==> src/rtl/mem_arbiter.sv <==
// Block-fill arbiter between I-cache and D-cache misses sharing one main-memory read port.
// Issues 8 pipelined word reads per fill and stalls the pipeline while any miss is pending.
module mem_arbiter (
    input  logic        clk,
    input  logic        rst,
    input  logic        i_miss,
    input  logic [15:0] i_miss_addr,
    input  logic        d_miss,
    input  logic [15:0] d_miss_addr,
    input  logic        mem_data_valid,
    output logic        mem_en,
    output logic [15:0] mem_addr,
    output logic        i_fill_we,
    output logic        d_fill_we,
    output logic [2:0]  fill_word,
    output logic        i_fill_done,
    output logic        d_fill_done,
    output logic        pipe_wen
);

    typedef enum logic [1:0] {
        IDLE   = 2'd0,
        I_FILL = 2'd1,
        D_FILL = 2'd2,
        DONE   = 2'd3
    } state_t;

    localparam logic [15:0] BLOCK_MASK = 16'hFFF0;

    state_t      r_state;
    logic [3:0]  r_issue_cnt;
    logic [3:0]  r_recv_cnt;
    logic [15:0] r_base;
    logic        r_grant_d;

    logic        w_filling;
    logic        w_issuing;
    logic        w_recv;

    assign w_filling = (r_state == I_FILL) || (r_state == D_FILL);
    assign w_issuing = w_filling && !r_issue_cnt[3];
    assign w_recv    = w_filling && mem_data_valid;

    always_ff @(posedge clk) begin
        if (rst) begin
            r_state     <= IDLE;
            r_issue_cnt <= 4'd0;
            r_recv_cnt  <= 4'd0;
            r_base      <= 16'h0000;
            r_grant_d   <= 1'b0;
        end else begin
            case (r_state)
                IDLE: begin
                    // D-side wins ties: a stalled load/store blocks retirement sooner.
                    if (d_miss) begin
                        r_state     <= D_FILL;
                        r_base      <= d_miss_addr & BLOCK_MASK;
                        r_grant_d   <= 1'b1;
                        r_issue_cnt <= 4'd0;
                        r_recv_cnt  <= 4'd0;
                    end else if (i_miss) begin
                        r_state     <= I_FILL;
                        r_base      <= i_miss_addr & BLOCK_MASK;
                        r_grant_d   <= 1'b0;
                        r_issue_cnt <= 4'd0;
                        r_recv_cnt  <= 4'd0;
                    end
                end
                I_FILL, D_FILL: begin
                    if (w_issuing) begin
                        r_issue_cnt <= r_issue_cnt + 4'd1;
                    end
                    if (mem_data_valid) begin
                        r_recv_cnt <= r_recv_cnt + 4'd1;
                        if (r_recv_cnt == 4'd7) begin
                            r_state <= DONE;
                        end
                    end
                end
                DONE: begin
                    r_state <= IDLE;
                end
                default: begin
                    r_state <= IDLE;
                end
            endcase
        end
    end

    // Outputs are forced quiet while reset is asserted, even if state has not cleared yet.
    assign mem_en      = !rst && w_issuing;
    assign mem_addr    = mem_en ? (r_base + {12'h000, r_issue_cnt[2:0], 1'b0}) : 16'h0000;
    assign d_fill_we   = !rst && w_recv && (r_state == D_FILL);
    assign i_fill_we   = !rst && w_recv && (r_state == I_FILL);
    assign fill_word   = (!rst && w_recv) ? r_recv_cnt[2:0] : 3'd0;
    assign d_fill_done = !rst && (r_state == DONE) && r_grant_d;
    assign i_fill_done = !rst && (r_state == DONE) && !r_grant_d;
    assign pipe_wen    = (r_state == IDLE) && !i_miss && !d_miss;

endmodule

==> config.mk <==
export PLATFORM = sky130hd
export DESIGN_NAME = mem_arbiter
export DESIGN_NICKNAME = d
export VERILOG_FILES = /design/src/rtl/mem_arbiter.sv
export SDC_FILE = /design/constraint.sdc
export NUM_CORES = 1
export LEC_CHECK = 0
export CORE_MARGIN = 3
export CORE_UTILIZATION = 41
export DETAILED_ROUTE_END_ITERATION = 10
export PLACE_DENSITY = 0.86
export SLEW_MARGIN = 10
export SYNTH_ARGS = -nofsm -noshare
export SYNTH_HDL_FRONTEND = slang
export SYNTH_SLANG_ARGS = --single-unit
==> constraint.sdc <==
create_clock -name clk -period 2.7 [get_ports clk]
set_clock_uncertainty 0.2 [all_clocks]
set_input_delay 0.54 -clock clk [delete_from_list [all_inputs] [get_ports clk]]
set_output_delay 0.54 -clock clk [all_outputs]
set_load 0.01 [all_outputs]
==> reports/qor.csv, run 1 <==
metric,value,unit
grt.total_usage,17.8,%
powerDensity,669,mW/mm^2
grt_pass1_wl,5850,um
yosys.area.top_type_share,33.9,%
antenna_found_initial,0,
clkTransAtPathRegs,0.13,ns
finalSetupViolCount,0,
drc,0,
ys_seq_area_share,33.9,%
vias,1344,
min_period_over_period,96.7,%
numCtsBuffers,3,
max_cap_viol_count,0,
wl_per_cell,12.8,um
hold_viol_final,0,
cp_data_arrival_time,1.87,ns
synthArstFlopShare,0,%
cts_root_buf,clkbuf_4,
die_area,0.00404,mm^2
max_freq,383,MHz
initial_utilization,43.8,%
r2r_start,r_state[0]$_SDFFE_PP0P_,
min_period,2.61,ns
cts_buffer_depth,2,
outcome,finished clean,
gp_congestion,0.771,
yosys-top-cells-area,"dfxtp_1 (34%), mux2i_1 (11%), and2_1 (9.7%)",
syn_nets,199,
min_path_cells,2,
portBuffers,52,
cts_tree,yes,
final_cells,269,
min_delay_worst_endpoint,r_recv_cnt[3]$_SDFFE_PP0P_,
reg2reg_to,r_issue_cnt[3]$_SDFFE_PP0P_,
drive_gt1_share,20.9,%
synthCells,155,
drtIter0Drc,49,
ff2ff_setup_slack,0.72,ns
worstSetupEndpointType,primary output,
min_from,r_recv_cnt[3]$_SDFFE_PP0P_,
diodes,0,
leakagePower,0.955,nW
dp.cells,256,
rr_worst_depth,7,
ioPinCount,62,
crit_path_start_kind,register,
first_global_vias,1272,
synth_cell_type_count,34,
synth_top_cell_by_area,dfxtp_1,
htreeDepth,1,
ir_worst_vdd,0.347,mV
netlist_area,0.00136,mm^2
ys.flop_type,dfxtp_1,
grt_max_degree,26,
cp_max_fo,3,
syn_avg_cell_area,8.77,um^2
slew_headroom,64.0,%
tightest_slew,0.534,ns
hp-class,register to register,
rows,20,
ant_nets,0,
core_area,0.00310,mm^2
synth_edf_count,0,
design_area,0.00206,mm^2
via_per_inst,5.00,
die_y,63.6,um
drt_pass1_iterations,4,
dp_hpwl,2450,um
critical_path_required,1.96,ns
rsz0062_at_grt,false,
ys_ff_latch,23,
die_w,63.6,um
finalMaxSlewViolations,0,
drt-total-wl,3440,um
fin_nets,270,
path_class,register to primary output,
grt_overflow,0,
cts_sinks,23,
clk-insertion-delay-late,0.31,ns
area_growth,51.2,%
placed_cell_area,0.00200,mm^2
yosys_warnings,0,
==> what timing repair did <==
| action | in CTS | in global routing |
|---|---|---|
| cloned | 1 | 0 |
| pin swaps | 1 | 1 |
| hold buffers | 0 | 0 |
| buffers inserted | 7 | 1 |
| gates resized for setup | 43 | 12 |
| setup endpoints to repair | 23 | 11 |
==> layout make-up <==
cell class	instances	area, um^2
fill	273	1050
timing repair buffer	76	652
sequential	23	463
tap	44	55.1
multi-input combinational	115	835
clock buffer	4	26.3
inverter	7	26.3
==> layout by cell type, fill, tap and decap left out, types with 2 or more instances in the layout <==
master,synthesis,final
a211oi_1,12,12
a21oi_1,8,8
and2_1,21,21
buf_2,4,4
buf_4,1,23
clkbuf_2,0,5
clkbuf_4,0,3
clkdlybuf4s50_1,0,29
dfxtp_1,23,21
dfxtp_2,0,2
dlygate4sd2_1,0,13
ha_1,7,6
inv_1,6,4
inv_2,1,3
mux2i_1,15,15
nand2_1,3,3
nand2b_1,2,2
nand3_1,2,2
nand4b_1,2,2
nor2_1,15,15
o21ai_0,4,4
o31ai_1,4,4
or4_1,5,5
==> cell usage after synthesis, drive strengths merged, types with 2 or more instances <==
library cell and n:
a21oi 9, inv 7, nand4b 2, buf 7
mux2i 15, nor2 15, nand2 3, ha 7
nand3 2, o21ai 4, and3 2, nand2b 2
o31ai 4, clkbuf 3, or4 5, dfxtp 23
a211oi 12, and2 21
==> worst max-delay path, cell delays in order (launching register included) <==
cell and delay, ns:
dfxtp_2 0.38, inv_2 0.06, ha_4 0.26, inv_1 0.06, nor3_2 0.16, buf_4 0.16, buf_4 0.10, and2_1 0.11
dlygate4sd2_1 0.27
==> worst max path at each step <==
stage | from | endpoint | depth (start not counted)
2_1_floorplan | r_state[1]$_SDFFE_PP0P_ | mem_addr[10] | 7
3_3_place_gp | rst | mem_addr[12] | 5
3_5_place_dp | rst | mem_addr[12] | 5
4_1_cts | r_state[0]$_SDFFE_PP0P_ | mem_addr[15] | 9
5_1_grt | r_state[0]$_SDFFE_PP0P_ | mem_addr[11] | 9
6_report | r_state[0]$_SDFFE_PP0P_ | mem_addr[9] | 8
==> kinds of logic (layout without fill, tap and decap cells) <==
logic type,Yosys count,in the layout,synth area share (%)
other cells,1,1,0.276
compound gates,34,34,16.7
simple gates,57,57,24.1
flops,23,23,33.9
fa+ha+maj,7,7,6.44
mux,16,16,12.1
buf+inv,17,87,6.44
==> power breakdown <==
part	total (mW)	internal, mW	switching, mW
combinational	0.746	0.376	0.370
sequential	0.469	0.421	0.0478
clock	0.161	0.0578	0.103
total	1.38	0.855	0.521
==> per-layer routing <==
metal	track usage, %	wire (um)	vias up	share of wire, %
met1	22.1	1480	627	43
met4	4.04	29	0	0.84
met2	30.9	1790	26	52
met3	4.10	148	2	4.3
met5	0	0	-	0
li1	-	-	689	-
==> state kept, by name (all words and copies together) (netlist names) <==
register	flops
r_base	12
r_issue_cnt	4
r_recv_cnt	4
r_state	2
r_grant_d	1
==> stage by stage <==
stage / hold slack [ns] / utilization (%) / setup WS, ns / power (mW) / setup TNS, ns
3_5_place_dp: 0.274 / 64.4 / -0.165 / 1.15 / -2.58
6_report: 0.298 / 66.3 / 0.0882 / 1.38 / 0
2_1_floorplan: 0.243 / - / 0.237 / 0.882 / 0
3_3_place_gp: 0.263 / 64.4 / -0.155 / 1.13 / -2.44
4_1_cts: 0.294 / 66.8 / 0.00389 / 1.37 / 0
5_1_grt: 0.326 / 66.3 / 0.00106 / 1.50 / 0
No activity file was read; power rests on OpenSTA's default activity.
==> inputs of run 2 (changes only) <==
--- a/config.mk
+++ b/config.mk
@@ -9,6 +9,7 @@
 export CORE_UTILIZATION = 41
 export DETAILED_ROUTE_END_ITERATION = 10
 export PLACE_DENSITY = 0.86
+export RECOVER_POWER = 100
 export SLEW_MARGIN = 10
 export SYNTH_ARGS = -nofsm -noshare
 export SYNTH_HDL_FRONTEND = slang
==> run 2 against run 1 <==
  * Design area shrank 1.6%
  * Combinational power shrank 6.0%
  * Setup slack gained 0.0061 ns
  * Critical path depth is the same
  * Worst hold slack gained 0.0024 ns
  * Clock power is essentially flat
==> reports/qor.csv, run 2 (synthesis results as in run 1) <==
metric,value,unit,change
die_y,63.6,um,unchanged
via_per_inst,4.98,,was 5.00
finalMaxSlewViolations,0,,unchanged
final_common_cell,clkdlybuf4s50_1,,unchanged
htreeDepth,1,,unchanged
ant_nets,0,,unchanged
tightest_slew,0.532,ns,was 0.534 ns
area_growth,48.8,%,was 51.2%
ff_latch_area,463,um^2,unchanged
outcome,finished clean,,unchanged
diodes,0,,unchanged
max_cap_viol_count,0,,unchanged
clk-insertion-delay-late,0.31,ns,about the same
cts_buffer_depth,2,,unchanged
critical_path.slowest_cell,dfxtp_2,,unchanged
clkTransAtPathRegs,0.13,ns,about the same
critPathLaunch,r_state[0]$_SDFFE_PP0P_,,unchanged
crit_family,buffers and inverters,,unchanged
wl_per_cell,12.9,um,was 12.8 um
drt-total-wl,3460,um,was 3440 um
numCtsBuffers,3,,unchanged
cp_max_fo,6,,was 3
grt_max_degree,26,,unchanged
fin_nets,270,,unchanged
critical_path_required,1.96,ns,about the same
cts_tree,yes,,unchanged
grt.total_usage,17.8,%,unchanged
path_buf_inv,6,,was 5
die_w,63.6,um,unchanged
portBuffers,52,,unchanged
drtIter0Drc,45,,was 49
grt_pass1_wl,5850,um,unchanged
multi_input_area,820,um^2,was 835 um^2
first_global_vias,1272,,unchanged
ioPinCount,62,,unchanged
rows,20,,unchanged
drc,0,,unchanged
worstSetupEndpointType,primary output,,unchanged
powerDensity,657,mW/mm^2,was 669 mW/mm^2
largest_reg_flops,12,,unchanged
max_freq,384,MHz,was 383 MHz
largestRegisters,"r_base (12), r_issue_cnt (4), r_recv_cnt (4)",,unchanged
cp_data_arrival_time,1.87,ns,about the same
core_area,0.00310,mm^2,unchanged
final_cell_mix,"clkdlybuf4s50_1 (26), buf_4 (22), and2_1 (21), dfxtp_1 (21)",,"was clkdlybuf4s50_1 (29), buf_4 (23), and2_1 (21), dfxtp_1 (21)"
regMostFlops,r_base,,unchanged
hold_ws,0.301,ns,was 0.298 ns
cp_common_cell,buf_4,,unchanged
ir_worst_vdd,0.347,mV,about the same
drt_pass1_iterations,4,,unchanged
min_period_over_period,96.5,%,was 96.7%
leakagePower,0.952,nW,was 0.955 nW
initial_utilization,43.8,%,unchanged
cts_sinks,23,,unchanged
antenna_found_initial,0,,unchanged
min_period,2.61,ns,about the same
slew_headroom,64.2,%,was 64.0%
hold_viol_final,0,,unchanged
die_area,0.00404,mm^2,unchanged
drive_gt1_share,18.7,%,was 20.9%
cp_cell_sequence,inv_2 -> ha_4 -> inv_1 -> nor3_2 -> buf_4 -> buf_4 -> buf_4 -> dlygate4sd2_1,,was inv_2 -> ha_4 -> inv_1 -> nor3_2 -> buf_4 -> buf_4 -> and2_1 -> dlygate4sd2_1
finalSetupViolCount,0,,unchanged
place_ws,-0.165,ns,unchanged
cts_root_buf,clkbuf_4,,unchanged
hold_buffers,0,,unchanged
gp_congestion,0.771,,unchanged
crit_path_start_kind,register,,unchanged
fill_cells,277,,was 273
slowest_delay,0.38,ns,about the same
layout_setup_ws,0.0943,ns,was 0.0882 ns
hp-class,register to register,,unchanged
path_class,register to primary output,,unchanged
grt_overflow,0,,unchanged
vias,1339,,"was 1,344"
rsz0062_at_grt,false,,unchanged
min_from,r_recv_cnt[3]$_SDFFE_PP0P_,,unchanged
r2r_start,r_state[0]$_SDFFE_PP0P_,,unchanged
dp_hpwl,2450,um,unchanged
## run 2: cell types whose count changed in the layout (fill, tap and decap cells not counted), sizes merged
cell           change
clkdlybuf4s50      -3
dlygate4sd3        +3
buf                -2
clkbuf             +2
## run 2: area by class of cell
| class | count | area share (%) |
|---|---|---|
| multi-input combinational | 115 | 40.5 |
| tap | 44 | 2.72 |
| timing repair buffer | 76 | 31.3 |
| inverter | 7 | 1.30 |
| clock buffer | 4 | 1.30 |
| sequential | 23 | 22.9 |
## run 2: per-stage QoR
step | total power, mW | utilization (%) | cell area [um^2] | setup TNS (ns) | std cells
3_3_place_gp | 1.13 | 64.4 | 2000 | -2.44 | 256
5_1_grt | 1.45 | 65.2 | 2020 | 0 | 269
2_1_floorplan | 0.882 | - | 1360 | 0 | 155
4_1_cts | 1.37 | 66.8 | 2070 | 0 | 268
3_5_place_dp | 1.15 | 64.4 | 2000 | -2.58 | 256
6_report | 1.33 | 65.2 | 2020 | 0 | 269
## run 2: report_power, final
part	total [mW]	switching (mW)	internal, mW
logic	0.701	0.361	0.340
clock network	0.161	0.103	0.0578
registers	0.468	0.0470	0.421
total	1.33	0.511	0.819
## run 2: timing repair
action,4_1_cts,5_1_grt
pin swaps,1,1
resized for setup,43,12
setup buffers,7,1
endpoints found under the setup margin,23,11
cloned,1,0
hold endpoints to repair,0,0
## run 2: layer usage
layer,up-vias,GRT usage (%),part of all wire [%]
li1,688,-,-
met3,2,4.10,5.1
met2,35,30.9,52
met4,0,4.04,0.84
met1,614,22.1,42
met5,-,0,0
## run 2: worst paths after layout
check | end | slack, ns | depth (start not counted)
worst max register to register | r_state[0]$_SDFFE_PP0P_ | 0.58 | 7
worst max-delay path | mem_en | 0.09 | 8
worst min register to register | r_recv_cnt[3]$_SDFFE_PP0P_ | 0.30 | 2
worst min-delay path | r_recv_cnt[3]$_SDFFE_PP0P_ | 0.30 | 2
## run 2: worst register-to-register path, delay by kind of cell, from the launching register on
kind,cells,cell delay [ns]
AOI/OAI and AO/OA,1,0.14
adders and majority gates,1,0.12
buffers and inverters,3,0.53
muxes,1,0.30
DFF,1,0.36
and+or+nand+nor,1,0.38
==> inputs of run 3 (changes only) <==
--- a/config.mk
+++ b/config.mk
@@ -7,6 +7,7 @@
 export LEC_CHECK = 0
 export CORE_MARGIN = 3
 export CORE_UTILIZATION = 41
+export CTS_CLUSTER_SIZE = 10
 export DETAILED_ROUTE_END_ITERATION = 10
 export PLACE_DENSITY = 0.86
 export RECOVER_POWER = 100
==> results of run 3 <==
The final DEF is identical to that of run 2; final timing and power are the same.
==> edit 1, RTL diff (config.mk and constraints of run 3) <==
Re-encode `state_t` (4 states) as one-hot, 4 bits wide.
--- a/src/rtl/mem_arbiter.sv
+++ b/src/rtl/mem_arbiter.sv
@@ -20,7 +20,7 @@
 
-    typedef enum logic [1:0] {
-        IDLE   = 2'd0,
-        I_FILL = 2'd1,
-        D_FILL = 2'd2,
-        DONE   = 2'd3
+    typedef enum logic [3:0] {
+        IDLE   = 4'b0001,
+        I_FILL = 4'b0010,
+        D_FILL = 4'b0100,
+        DONE   = 4'b1000
     } state_t;
Check against the original RTL: no difference found for any inputs over 10 cycles, from zero or initial values and one cycle with rst high; not proved beyond that.
==> edit 1 against run 3 <==
- setup slack got worse by 0.074 ns
- register-to-register slack improved by 0.20 ns
- design area rose by 3.0%
- routed wire length fell by 1.3%
- non-clock buffer count fell by 5
- via count rose by 1.3%
- area after synthesis rose by 5.2%
- sequential cell count rose by 2
- highest routed layer unchanged
Power is not compared: it rests on default switching activity, and its combinational part moved more than twofold at a synthesized area within 25%.
==> edit 1: results (changes against run 3) <==
| Metric | Value |
|---|---|
| Drt wl/cell | `12.8 µm (was 12.9 µm)` |
| Routed via count | `1357 (was 1339)` |
| M1 WL | `1510 µm (was 1470 µm)` |
| Xor/xnor cell area share of the yosys netlist | `1.22% (was 0%)` |
| Crit path max fanout | `5 (was 6)` |
| Layout clock area frac | `1.26% (was 1.30%)` |
| Placed Instance Area | `0.00202 mm² (was 0.00200 mm²)` |
| Synth top cells by count | `25 x dfxtp_1, 20 x nor2_1, 16 x and2_1, 13 x mux2i_1, 9 x a21oi_1 (was 23 x dfxtp_1, 21 x and2_1, 15 x mux2i_1, 15 x nor2_1, 12 x a211oi_1)` |
| Multi-input combinational area share | `40.6% (was 40.5%)` |
| GRT Util Overall | `16.7% (was 17.8%)` |
| DP Worst Slack | `-0.166 ns (was -0.165 ns)` |
| Setup Fix Bufs, Post-CTS | `0 (was 7)` |
| Fillers | `282 (was 277)` |
| Mux share of post-synthesis cell area | `9.10% (was 12.1%)` |
| Synth area leaders | `dfxtp_1 35%, mux2i_1 9.1%, a211oi_2 7.0% (was dfxtp_1 34%, mux2i_1 11%, and2_1 9.7%)` |
| Arr. time, crit path | `1.94 ns (was 1.87 ns)` |
| Non-CTS buffers | `71 (was 76)` |
| Worst VDD drop | `approximately 0.29 mV` |
| Synth Area in Compound Gates | `16.1% (was 16.7%)` |
| First-pass GRT wire length | `5620 µm (was 5850 µm)` |
| DP Wirelength | `2620 µm (was 2450 µm)` |
| Status | `finished clean (unchanged)` |
| Met1 Track Usage GR | `20.7% (was 22.1%)` |
| Clkbuf count | `4 (unchanged)` |
| Synth cell types | `40 (was 34)` |
| CP max stage cell | `clkdlybuf4s50_1 (was dfxtp_2)` |
| Adder-Cell Fraction of Synth Area | `1.75% (was 6.44%)` |
| Iter 0 DRT Violations | `19 (was 45)` |
| Power Total | `roughly 0.80 mW` |
| Met3 routed WL | `164 µm (was 175 µm)` |
| Critical path's largest stage delay | `0.52 ns (was 0.38 ns)` |
| Non-clock inverters | `1 (was 7)` |
| Avg Synthesized Cell Area | `9.05 µm² (was 8.77 µm²)` |
| Post-route cell area | `0.00208 mm² (was 0.00202 mm²)` |
| Multi-Input Combinational | `122 (was 115)` |
| Largest net degree at the start of global routing | `25 (was 26)` |
| Met3 GRT Util | `2.25% (was 4.10%)` |
| Initial antenna violation count | `0 (unchanged)` |
| Proportion of cell area occupied by registers | `24.4% (was 22.9%)` |
| Nets | `263 (was 270)` |
| Syn Nets | `197 (was 199)` |
| M2 GR Usage | `28.7% (was 30.9%)` |
| Routability congestion estimate | `0.750 (was 0.771)` |
| Relative slew slack | `63.4% (was 64.2%)` |
| Met2 wire len | `1670 µm (was 1790 µm)` |
| Sequential cells | `25 (was 23)` |
| Post-synthesis sequential area ratio | `35.0% (was 33.9%)` |
-- edit 1: cell count changes in the layout (fill, tap and decap cells not counted), moves of 5 or more --
| cell | before | now |
|---|---|---|
| a211oi_1 | 12 | 4 |
| a211oi_2 | 0 | 8 |
| buf_4 | 22 | 16 |
| nand3_1 | 2 | 8 |
| and2_1 | 21 | 16 |
| or4_1 | 5 | 0 |
-- edit 1: final timing paths --
check             startpoint     endpoint  slack, ns  cells after the start
setup / recovery  r_state[3]  mem_addr[4]       0.02                      6
hold / removal     r_grant_d    r_grant_d       0.30                      2
setup reg to reg  r_state[2]   r_base[10]       0.78                      6
hold reg to reg    r_grant_d    r_grant_d       0.30                      2
-- edit 1: tightest hold or removal path, delay by kind of cell, from the launching register on --
| family | cells | cell delay (ns) |
|---|---|---|
| AO/OA/AOI/OAI | 1 | 0.06 |
| flip-flops | 1 | 0.35 |
| AND/OR/NAND/NOR | 1 | 0.06 |
==> edit 2, RTL diff (settings of run 3) <==
Made on the original files. One comparison of `r_recv_cnt` changes from == to >=.
--- a/src/rtl/mem_arbiter.sv
+++ b/src/rtl/mem_arbiter.sv
@@ -74,3 +74,3 @@
                         r_recv_cnt <= r_recv_cnt + 4'd1;
-                        if (r_recv_cnt == 4'd7) begin
+                        if (r_recv_cnt >= 4'd7) begin
                             r_state <= DONE;
Check against the original RTL: same outputs for any inputs over 10 cycles, from zero or initial values and one cycle with rst high; that may be too few to reach the edited logic, so the function may still have changed.
==> edit 2 against run 3 <==
- maximum frequency up 0.48%
- area after synthesis up 3.2%
- highest routed layer unchanged
- non-clock buffer count down 7
- critical endpoint is now fill_word[0]
- setup slack better by 0.013 ns
- utilization up 0.47 points
- routed wire length down 2.4%
- sequential cell count unchanged
- total power up 10%
- final cell count down 3.0%
- design area up 2.4%
- sequential power up 3%
- critical path depth down 2
==> edit 2: results (changes against run 3) <==
| Metric | Value |
|---|---|
| Drt wl/cell | `13.0 µm (was 12.9 µm)` |
| Synth cell types | `42 (was 34)` |
| Ant diodes | `0 (unchanged)` |
| Iter 0 DRT Violations | `39 (was 45)` |
| Worst VDD drop | `0.471 mV (was 0.347 mV)` |
| Leakage | `0.923 nW (was 0.952 nW)` |
| First-pass GRT wire length | `5550 µm (was 5850 µm)` |
| DP Wirelength | `2510 µm (was 2450 µm)` |
| Ratio of cells with drive above 1 in the final layout | `16.6% (was 18.7%)` |
| Synth top cells by count | `23 x dfxtp_1, 21 x and2_1, 16 x nor2_1, 14 x a211oi_1, 14 x mux2i_1 (was 23 x dfxtp_1, 21 x and2_1, 15 x mux2i_1, 15 x nor2_1, 12 x a211oi_1)` |
| Routability congestion estimate | `0.843 (was 0.771)` |
| GRT Util Overall | `16.8% (was 17.8%)` |
| Reg2reg setup slack | `0.56 ns (was 0.58 ns)` |
| Combinational gate power | `0.822 mW (was 0.701 mW)` |
| Top cell type's share of synthesized area | `32.8% (was 33.9%)` |
| Status | `finished clean (unchanged)` |
| Post-synthesis sequential area ratio | `32.8% (was 33.9%)` |
| Clock power share | `10.9% (was 12.1%)` |
| Fillers | `279 (was 277)` |
| Clk slew on worst S/H paths | `0.11 ns (was 0.13 ns)` |
| Synth area leaders | `dfxtp_1 33%, mux2i_1 10%, and2_1 9.4% (was dfxtp_1 34%, mux2i_1 11%, and2_1 9.7%)` |
| Largest net degree at the start of global routing | `23 (was 26)` |
| Pint | `0.882 mW (was 0.819 mW)` |
| Critical path's largest stage delay | `0.34 ns (was 0.38 ns)` |
| Arr. time, crit path | `1.85 ns (was 1.87 ns)` |
| Crit path max fanout | `10 (was 6)` |
| Syn Nets | `200 (was 199)` |
| Vias/cell | `5.20 (was 4.98)` |
| Min Hold Slack | `0.302 ns (was 0.301 ns)` |
| Number of global-route vias before repair | `1224 (was 1272)` |
==> edit 2: cell count changes in the layout (fill, tap and decap cells not counted), sizes merged, moves of 2 or more <==
cell	change
a211oi	+3
a2111oi	+2
a21oi	-4
dlygate4sd2	+3
clkdlybuf4s50	+3
clkdlybuf4s15	+3
a221oi	+2
buf	-10
dlygate4sd3	-3
clkbuf	-4
==> edit 2: final timing paths <==
kind | startpoint | end
setup reg to reg | r_state[0] | r_recv_cnt[3]
hold reg to reg | r_base[9] | r_base[9]
setup / recovery | r_state[0] | fill_word[0]
hold / removal | r_base[9] | r_base[9]
==> edit 2: metrics by stage <==
stage                     setup slack (ns)  instance area (µm²)  total power [mW]  cells
final                                0.107                 2070              1.46    261
after global routing                0.0123                 2070              1.58    261
after CTS                           0.0606                 2080              1.48    261
after detailed placement            -0.121                 2030              1.27    254
after global placement             -0.0966                 2030              1.25    254
after floorplan                      0.196                 1400             0.973    156
==> edit 2: repair_timing <==
action / in CTS / in global routing
resized for setup: 30 / 12
endpoints found under the setup margin: 23 / 3
setup buffers: 2 / 0
gates cloned: 1 / 0
pin swaps: 1 / 1
==> edit 2: per-layer routing <==
layer	routed length [µm]	vias up	track usage, %
met1	1490	613	19.9
met2	1670	48	29.4
met5	0	-	0
li1	-	693	-
met3	177	4	3.64
met4	40	0	6.33
==> edit 2: logic make-up after synthesis <==
family	share of synthesized area, %
DFF	32.8
other	0.267
AOI/OAI and AO/OA	21.3
muxes	9.98
and+or+nand+nor	22.6
buffers and inverters	6.86
adders and majority gates	6.24
==> edit 2: layout make-up <==
class	count	area share, %
Clock buffer	3	1.09
Clock inverter	1	0.242
Inverter	6	1.21
Multi-Input combinational cell	115	42.1
Sequential cell	23	22.4
Tap cell	44	2.66
Timing Repair Buffer	69	30.4
